--- config.mk ---
export PLATFORM = sky130hd
export DESIGN_NAME = instr_encoder
export DESIGN_NICKNAME = d
export VERILOG_FILES = /design/src/rtl/instr_encoder.sv
export SDC_FILE = /design/constraint.sdc
export NUM_CORES = 1
export LEC_CHECK = 0
export BUFFER_PORTS_ARGS = -buffer_cell sky130_fd_sc_hd__clkbuf_2
export CAP_MARGIN = 20
export CORE_ASPECT_RATIO = 0.6
export CORE_MARGIN = 1.5
export CORE_UTILIZATION = 40
export CTS_CLUSTER_DIAMETER = 120
export DETAILED_ROUTE_END_ITERATION = 10
export PLACE_DENSITY = 0.74
export SLEW_MARGIN = 25
export SYNTH_ARGS = -nofsm -noshare
export SYNTH_HDL_FRONTEND = slang
export SYNTH_SLANG_ARGS = --single-unit
--- constraint.sdc ---
create_clock -name clk -period 1 [get_ports clk]
set_input_delay 0.05 -clock clk [delete_from_list [all_inputs] [get_ports clk]]
set_output_delay 0.05 -clock clk [all_outputs]
set_load 0.1 [all_outputs]
--- src/rtl/instr_encoder.sv ---
// MIPS instruction encoder: turns a mnemonic plus fields into a 32-bit word and
// hands it downstream through a single registered valid/ready stage with a word address.
module instr_encoder #(
    parameter int unsigned ADDR_W = 8
) (
    input  logic              clk,
    input  logic              reset,
    input  logic              in_valid,
    output logic              in_ready,
    input  logic [3:0]        mnem,
    input  logic [4:0]        rs,
    input  logic [4:0]        rt,
    input  logic [4:0]        rd,
    input  logic [15:0]       imm,
    input  logic [25:0]       target,
    output logic              out_valid,
    input  logic              out_ready,
    output logic [31:0]       instr,
    output logic [ADDR_W-1:0] addr,
    output logic              err
);

    localparam logic [3:0] M_ADD  = 4'd0;
    localparam logic [3:0] M_SUB  = 4'd1;
    localparam logic [3:0] M_AND  = 4'd2;
    localparam logic [3:0] M_OR   = 4'd3;
    localparam logic [3:0] M_SLT  = 4'd4;
    localparam logic [3:0] M_NOR  = 4'd5;
    localparam logic [3:0] M_LW   = 4'd6;
    localparam logic [3:0] M_SW   = 4'd7;
    localparam logic [3:0] M_BEQ  = 4'd8;
    localparam logic [3:0] M_ADDI = 4'd9;
    localparam logic [3:0] M_LUI  = 4'd10;
    localparam logic [3:0] M_ORI  = 4'd11;
    localparam logic [3:0] M_ANDI = 4'd12;
    localparam logic [3:0] M_J    = 4'd13;

    localparam logic [5:0] OP_RTYPE = 6'b000000;
    localparam logic [5:0] OP_LW    = 6'b100011;
    localparam logic [5:0] OP_SW    = 6'b101011;
    localparam logic [5:0] OP_BEQ   = 6'b000100;
    localparam logic [5:0] OP_ADDI  = 6'b001000;
    localparam logic [5:0] OP_LUI   = 6'b001111;
    localparam logic [5:0] OP_ORI   = 6'b001101;
    localparam logic [5:0] OP_ANDI  = 6'b001100;
    localparam logic [5:0] OP_J     = 6'b000010;

    localparam logic [5:0] FN_ADD = 6'b100000;
    localparam logic [5:0] FN_SUB = 6'b100010;
    localparam logic [5:0] FN_AND = 6'b100100;
    localparam logic [5:0] FN_OR  = 6'b100101;
    localparam logic [5:0] FN_SLT = 6'b101010;
    localparam logic [5:0] FN_NOR = 6'b100111;

    logic [31:0]       enc_c;
    logic              legal_c;
    logic              req_xfer_c;
    logic              out_xfer_c;

    logic              valid_q, valid_d;
    logic [31:0]       instr_q, instr_d;
    logic [ADDR_W-1:0] cnt_q,   cnt_d;
    logic              err_q,   err_d;

    // Field packing per instruction format; unused fields are simply not referenced.
    always_comb begin
        enc_c   = '0;
        legal_c = 1'b1;
        case (mnem)
            M_ADD:   enc_c = {OP_RTYPE, rs, rt, rd, 5'd0, FN_ADD};
            M_SUB:   enc_c = {OP_RTYPE, rs, rt, rd, 5'd0, FN_SUB};
            M_AND:   enc_c = {OP_RTYPE, rs, rt, rd, 5'd0, FN_AND};
            M_OR:    enc_c = {OP_RTYPE, rs, rt, rd, 5'd0, FN_OR};
            M_SLT:   enc_c = {OP_RTYPE, rs, rt, rd, 5'd0, FN_SLT};
            M_NOR:   enc_c = {OP_RTYPE, rs, rt, rd, 5'd0, FN_NOR};
            M_LW:    enc_c = {OP_LW,   rs, rt, imm};
            M_SW:    enc_c = {OP_SW,   rs, rt, imm};
            M_BEQ:   enc_c = {OP_BEQ,  rs, rt, imm};
            M_ADDI:  enc_c = {OP_ADDI, rs, rt, imm};
            M_LUI:   enc_c = {OP_LUI,  5'd0, rt, imm};
            M_ORI:   enc_c = {OP_ORI,  rs, rt, imm};
            M_ANDI:  enc_c = {OP_ANDI, rs, rt, imm};
            M_J:     enc_c = {OP_J, target};
            default: legal_c = 1'b0;
        endcase
    end

    assign in_ready   = !valid_q || out_ready;
    assign req_xfer_c = in_valid && in_ready;
    assign out_xfer_c = valid_q && out_ready;

    // Drain first, then load; a same-cycle legal load keeps valid high at the bumped address.
    always_comb begin
        valid_d = valid_q;
        instr_d = instr_q;
        cnt_d   = cnt_q;
        err_d   = 1'b0;
        if (out_xfer_c) begin
            valid_d = 1'b0;
            cnt_d   = cnt_q + ADDR_W'(1);
        end
        if (req_xfer_c) begin
            if (legal_c) begin
                valid_d = 1'b1;
                instr_d = enc_c;
            end else begin
                err_d   = 1'b1;
            end
        end
    end

    always_ff @(posedge clk) begin
        if (reset) begin
            valid_q <= 1'b0;
            instr_q <= '0;
            cnt_q   <= '0;
            err_q   <= 1'b0;
        end else begin
            valid_q <= valid_d;
            instr_q <= instr_d;
            cnt_q   <= cnt_d;
            err_q   <= err_d;
        end
    end

    assign out_valid = valid_q;
    assign instr     = instr_q;
    assign addr      = cnt_q;
    assign err       = err_q;

endmodule
After elaboration in Yosys (flattened, before gate mapping):

Index checks and enable logic that the tools add are counted.
W data, S select, Z words.

* flip-flop bits (word level): 42
* bits of input ports: 65
* output and inout bits: 43
* logic and storage cells: 33

* add/subtract/negate cells: 1
* equal/unequal tests: 13
* multiplexer cells: 6
* bitwise operators: 1
* reductions and logical operators: 8

Operators with widths (count)
* $pmux W32 S14: 1
* $eq A4 B4 Y1 const B: 6
* $eq A4 B3 Y1 const B: 4
* $reduce_or A14 Y1: 1
* $add A8 B1 Y8 const B: 1
* $eq A4 B2 Y1 const B: 2
* $mux W1: 5
* $eq A4 B1 Y1 const B: 1
* $logic_not A4 Y1: 1
* $logic_and A1 B1 Y1: 2
* $reduce_and A2 Y1: 1
* $reduce_or A2 Y1: 1
* $logic_not A1 Y1: 1
* $logic_or A1 B1 Y1: 1
* $not A1 Y1: 1

Longest topological paths before layout:

* depth in word-level cells: 5
* depth in mapped cells: 7
* depth with buffers taken out: 4

Least setup slack after synthesis:

No wires, ideal clock.

* kind: register to register
* start point: register valid_q, in the netlist out_valid
* end point: register instr_q[22], in the netlist instr[22]
* library setup time: 132 ps
* arrival time: 2722 ps
* data required time: 868 ps
* setup slack: -1854 ps
* stages on the path, launching flop included: 7
* clock period less this slack: 2854 ps
* cell sequence: dfxtp_1 -> nand2b_1 -> and3_1 -> buf_4 -> buf_4 -> nor2_1 -> nor3_1

* longest elaborated chain between the ends: 4

Ends and longest elaborated chain
* from (decl): line 60 `logic valid_q, valid_d;`
* from (signal assigned): line 119 `valid_q <= valid_d;`
* $logic_not A1 Y1: line 88 `assign in_ready = !valid_q || out_ready;`
* $logic_or A1 B1 Y1: line 88
* via in_ready: line 9 `output logic in_ready,`
* $logic_and A1 B1 Y1: line 89 `assign req_xfer_c = in_valid && in_ready;`
* $reduce_and A2 Y1 (no line)
* to (signal assigned): line 120 `instr_q <= instr_d;`
* to (decl): line 61 `logic [31:0] instr_q, instr_d;`

The timed path passes the listed nets, and every way through them passes these cells.
A chain may end at the register's enable or synchronous reset.

Worst setup path in the final report:

* start point: register valid_q, in the netlist out_valid
* end point: register instr_q[21], in the netlist instr[21]

* longest elaborated chain between the ends: 4

Ends and longest elaborated chain (line)
* $logic_not A1 Y1: 88
* $logic_or A1 B1 Y1: 88
* $logic_and A1 B1 Y1: 89
* $reduce_and A2 Y1 (no line)

No other way between the ends.

==> flow_summary.yaml <==
yosys:
  synth_area_leaders: "dfxtp_1, nor2_1, a221oi_1"
  synth-seq-cells: 41
  synth_edf_count: 0
  synth.most_common_cell: "nor2_1"
  async_flop_share_pct: 0
  synth.yosys.seq_area_share_pct: 38.4
  yosys-top-cells-count: "nor2_1, dfxtp_1, nand2_1, a211oi_1, nor3_1"
  ys.flop_type: "dfxtp_1"
  syn_nets: 335
  synth_largest_area_cell: "dfxtp_1"
  syn-cell-area_um2: 2140
  yosysUniqueCellTypes: 39
  avgSynthCellArea_um2: 7.94
  yosys_warnings: 0
  syn_inst: 269
  synth_top_area_share_pct: 38.4
worst_setup_path:
  max_stage_delay_ps: 360
  cp_max_fo: 8
  path_buf_inv: 1
  end_kind: "flip-flop"
  critical_path.cell_chain: "nand2b_4 -> and3_4 -> buf_12 -> nor2_4 -> nor3_2"
  critPathRequiredTime_ps: 1220
  worstSetupPathType: "flip-flop to flip-flop"
  cp-start-kind: "flip-flop"
  arrival_ps: 1460
  crit_family: "simple AND/OR/NAND/NOR gates"
  critPathSlowestCell: "dfxtp_4"
floorplan:
  start_util_pct: 41.9
  die_x_um: 97.4
  rows: 20
  num_io_pins: 108
  die_h_um: 59.6
  dieArea_um2: 5800
  core_area_um2: 5100
placed_design:
  dp_hpwl_mm: 5.62
  dpl_cell_area_um2: 3640
  pre_cts_slack_ps: -270
  dp_cells: 457
  port_buffers: 106
  routabilityCongestion: 0.914
timing:
  fin_hold_ws_ps: 30.8
  fin_crit_sh_pct: 124
  tightestPinTransition_ps: 668
  hold_viol_final: 0
  fin_worst_skew_ps: 3.78
  fin_ws_ps: -236
  period_needed_ps: 1240
  setup_viol: 44
  slew_headroom_pct: 55.1
  fmax_mhz: 809
  rsz0062_at_grt: "yes"
  tns_ps: -7280
  slew_viol_final: 0
global_route:
  grt_max_degree: 43
  grt_overflow_total: 0
  grt_pass1_wl_mm: 12.9
  track_usage_pct: 28.5
  antenna_found_initial: 0
  grt_pass1_vias: 2610
route:
  drt-pass1-iter-count: 8
  wl_met1_mm: 3.58
  wl_met3_mm: 1.05
  drt_iter0_drc: 216
  ant_nets: 0
  drc: 0
  wl_met2_mm: 4.61
  topRoutingLayerUsed: "met4"
  avgRoutedWirePerCell_um: 20.3
  routed_wl_mm: 9.72
  avgViaCountPerCell: 6.07
  vias: 2914
final_layout:
  instances_no_fill: 480
  n_antenna_cell: 0
  fin_nets: 479
  drive_gt1_share_pct: 57.7
  design_area_um2: 4260
  synthToLayoutAreaGrowth_pct: 99.4
  n_fill_cell: 253
job:
  drv_cap: 0
pwr:
  power_density_nw_per_um2: 1350
  max-vdd-ir-drop_mv: 0.786
  p_leak_nw: 1.83
clocking:
  root_buffer: "clkbuf_8"
  clk_latency_ps: 300
  cts_tree: "done"
  htree_levels: 2
  clk_transition_reported_paths_ps: 80
  cts_sinks: 41
  hold_buffers: 0
  cts_buffer_depth: 2
  numCtsBuffers: 5
min_path:
  hold_class: "input pin to flip-flop"
status:
  outcome: "complete, but fails checks"
  violations: "negative setup slack"
power breakdown:
part           switching [W]  leakage (nW)  internal [W]  total, W
clock network       0.000615        0.0585      0.000815   0.00143
logic                0.00151          1.43      0.000950   0.00246
registers           0.000136         0.344       0.00173   0.00187
per-stage QoR:
stage	utilization [%]	total power (W)
2_1_floorplan	-	0.00314
3_3_place_gp	71.3	0.00398
3_5_place_dp	71.3	0.00402
6_report	83.5	0.00576
4_1_cts	78.3	0.00554
5_1_grt	83.5	0.00592
cell type report:
| class | count | area, µm² | share of cell area [%] |
|---|---|---|---|
| Clock buffer | 7 | 86.3 | 2.03 |
| Inverter | 8 | 30.0 | 0.705 |
| Timing Repair Buffer | 161 | 1690 | 39.8 |
| Tap cell | 66 | 82.6 | 1.94 |
| Multi-Input combinational cell | 196 | 1490 | 34.9 |
| Sequential cell | 41 | 851 | 20.0 |
| Clock inverter | 1 | 30.0 | 0.705 |
cells in the final DEF (no fill, tap or decap), types with 2 or more instances in the layout:
cell,Yosys,layout
mux2i_1,2,2
buf_4,5,37
a211oi_2,1,10
xor2_1,6,6
dfxtp_2,0,3
nor2_2,0,8
nor2_1,44,35
a221oi_4,0,3
clkbuf_2,0,64
nand2_1,21,18
clkbuf_8,0,6
nor2_4,1,2
o21ai_0,5,5
buf_6,1,12
a21oi_1,6,4
o22ai_1,12,12
o211ai_1,2,2
nor3_1,17,7
a221oi_2,0,13
dfxtp_1,41,31
a211oi_1,17,8
a21o_1,7,7
nor3_2,0,10
nand4_1,4,4
nand3b_1,2,2
dfxtp_4,0,7
nand2b_1,8,7
nand3_1,3,2
inv_1,8,8
buf_12,0,46
a21oi_2,0,2
nand2_2,0,2
and3_1,4,3
metal layers:
metal | vias up | track usage (%)
li1 | 1261 | -
met1 | 1359 | 36.6
met2 | 237 | 47.6
met3 | 57 | 7.08
met4 | 0 | 10.2
met5 | - | 0
registers in the layout (all words and copies together), names as in the netlist:
name and flops:
err 1, instr 31, addr 8, out_valid 1
path summary, 6_finish.rpt:
kind             start         to  slack [ps]  cells after the start
max          out_valid  instr[21]        -240                      5
min          target[7]   instr[7]          30                      3
max reg2reg  out_valid  instr[21]        -240                      5
min reg2reg   instr[8]   instr[8]         530                      2
worst register-to-register path: stages (launching register included):
cell      delay (ps)
dfxtp_4          360
nand2b_4         120
and3_4           320
buf_12           150
nor2_4            30
nor3_2           180
timing repair:
item                                    in CTS  in global routing
endpoints found under the setup margin      43                 49
pin swaps                                   13                 17
resized for setup                           41                 37
gates cloned                                 2                  1
buffers inserted                             4                  9
cell families (layout without fill, tap and decap cells):
group,count (synthesis),count (layout),synth area share (%)
AOI/OAI and AO/OA,75,75,26.0
xor gates and xnor gates,7,7,2.87
adders and majority gates,1,1,0.585
buffers and inverters,33,177,7.55
DFF,41,41,38.4
muxes,2,2,0.937
other,1,1,0.175
and+or+nand+nor,109,110,23.5
(Power assumes the default switching activity.)
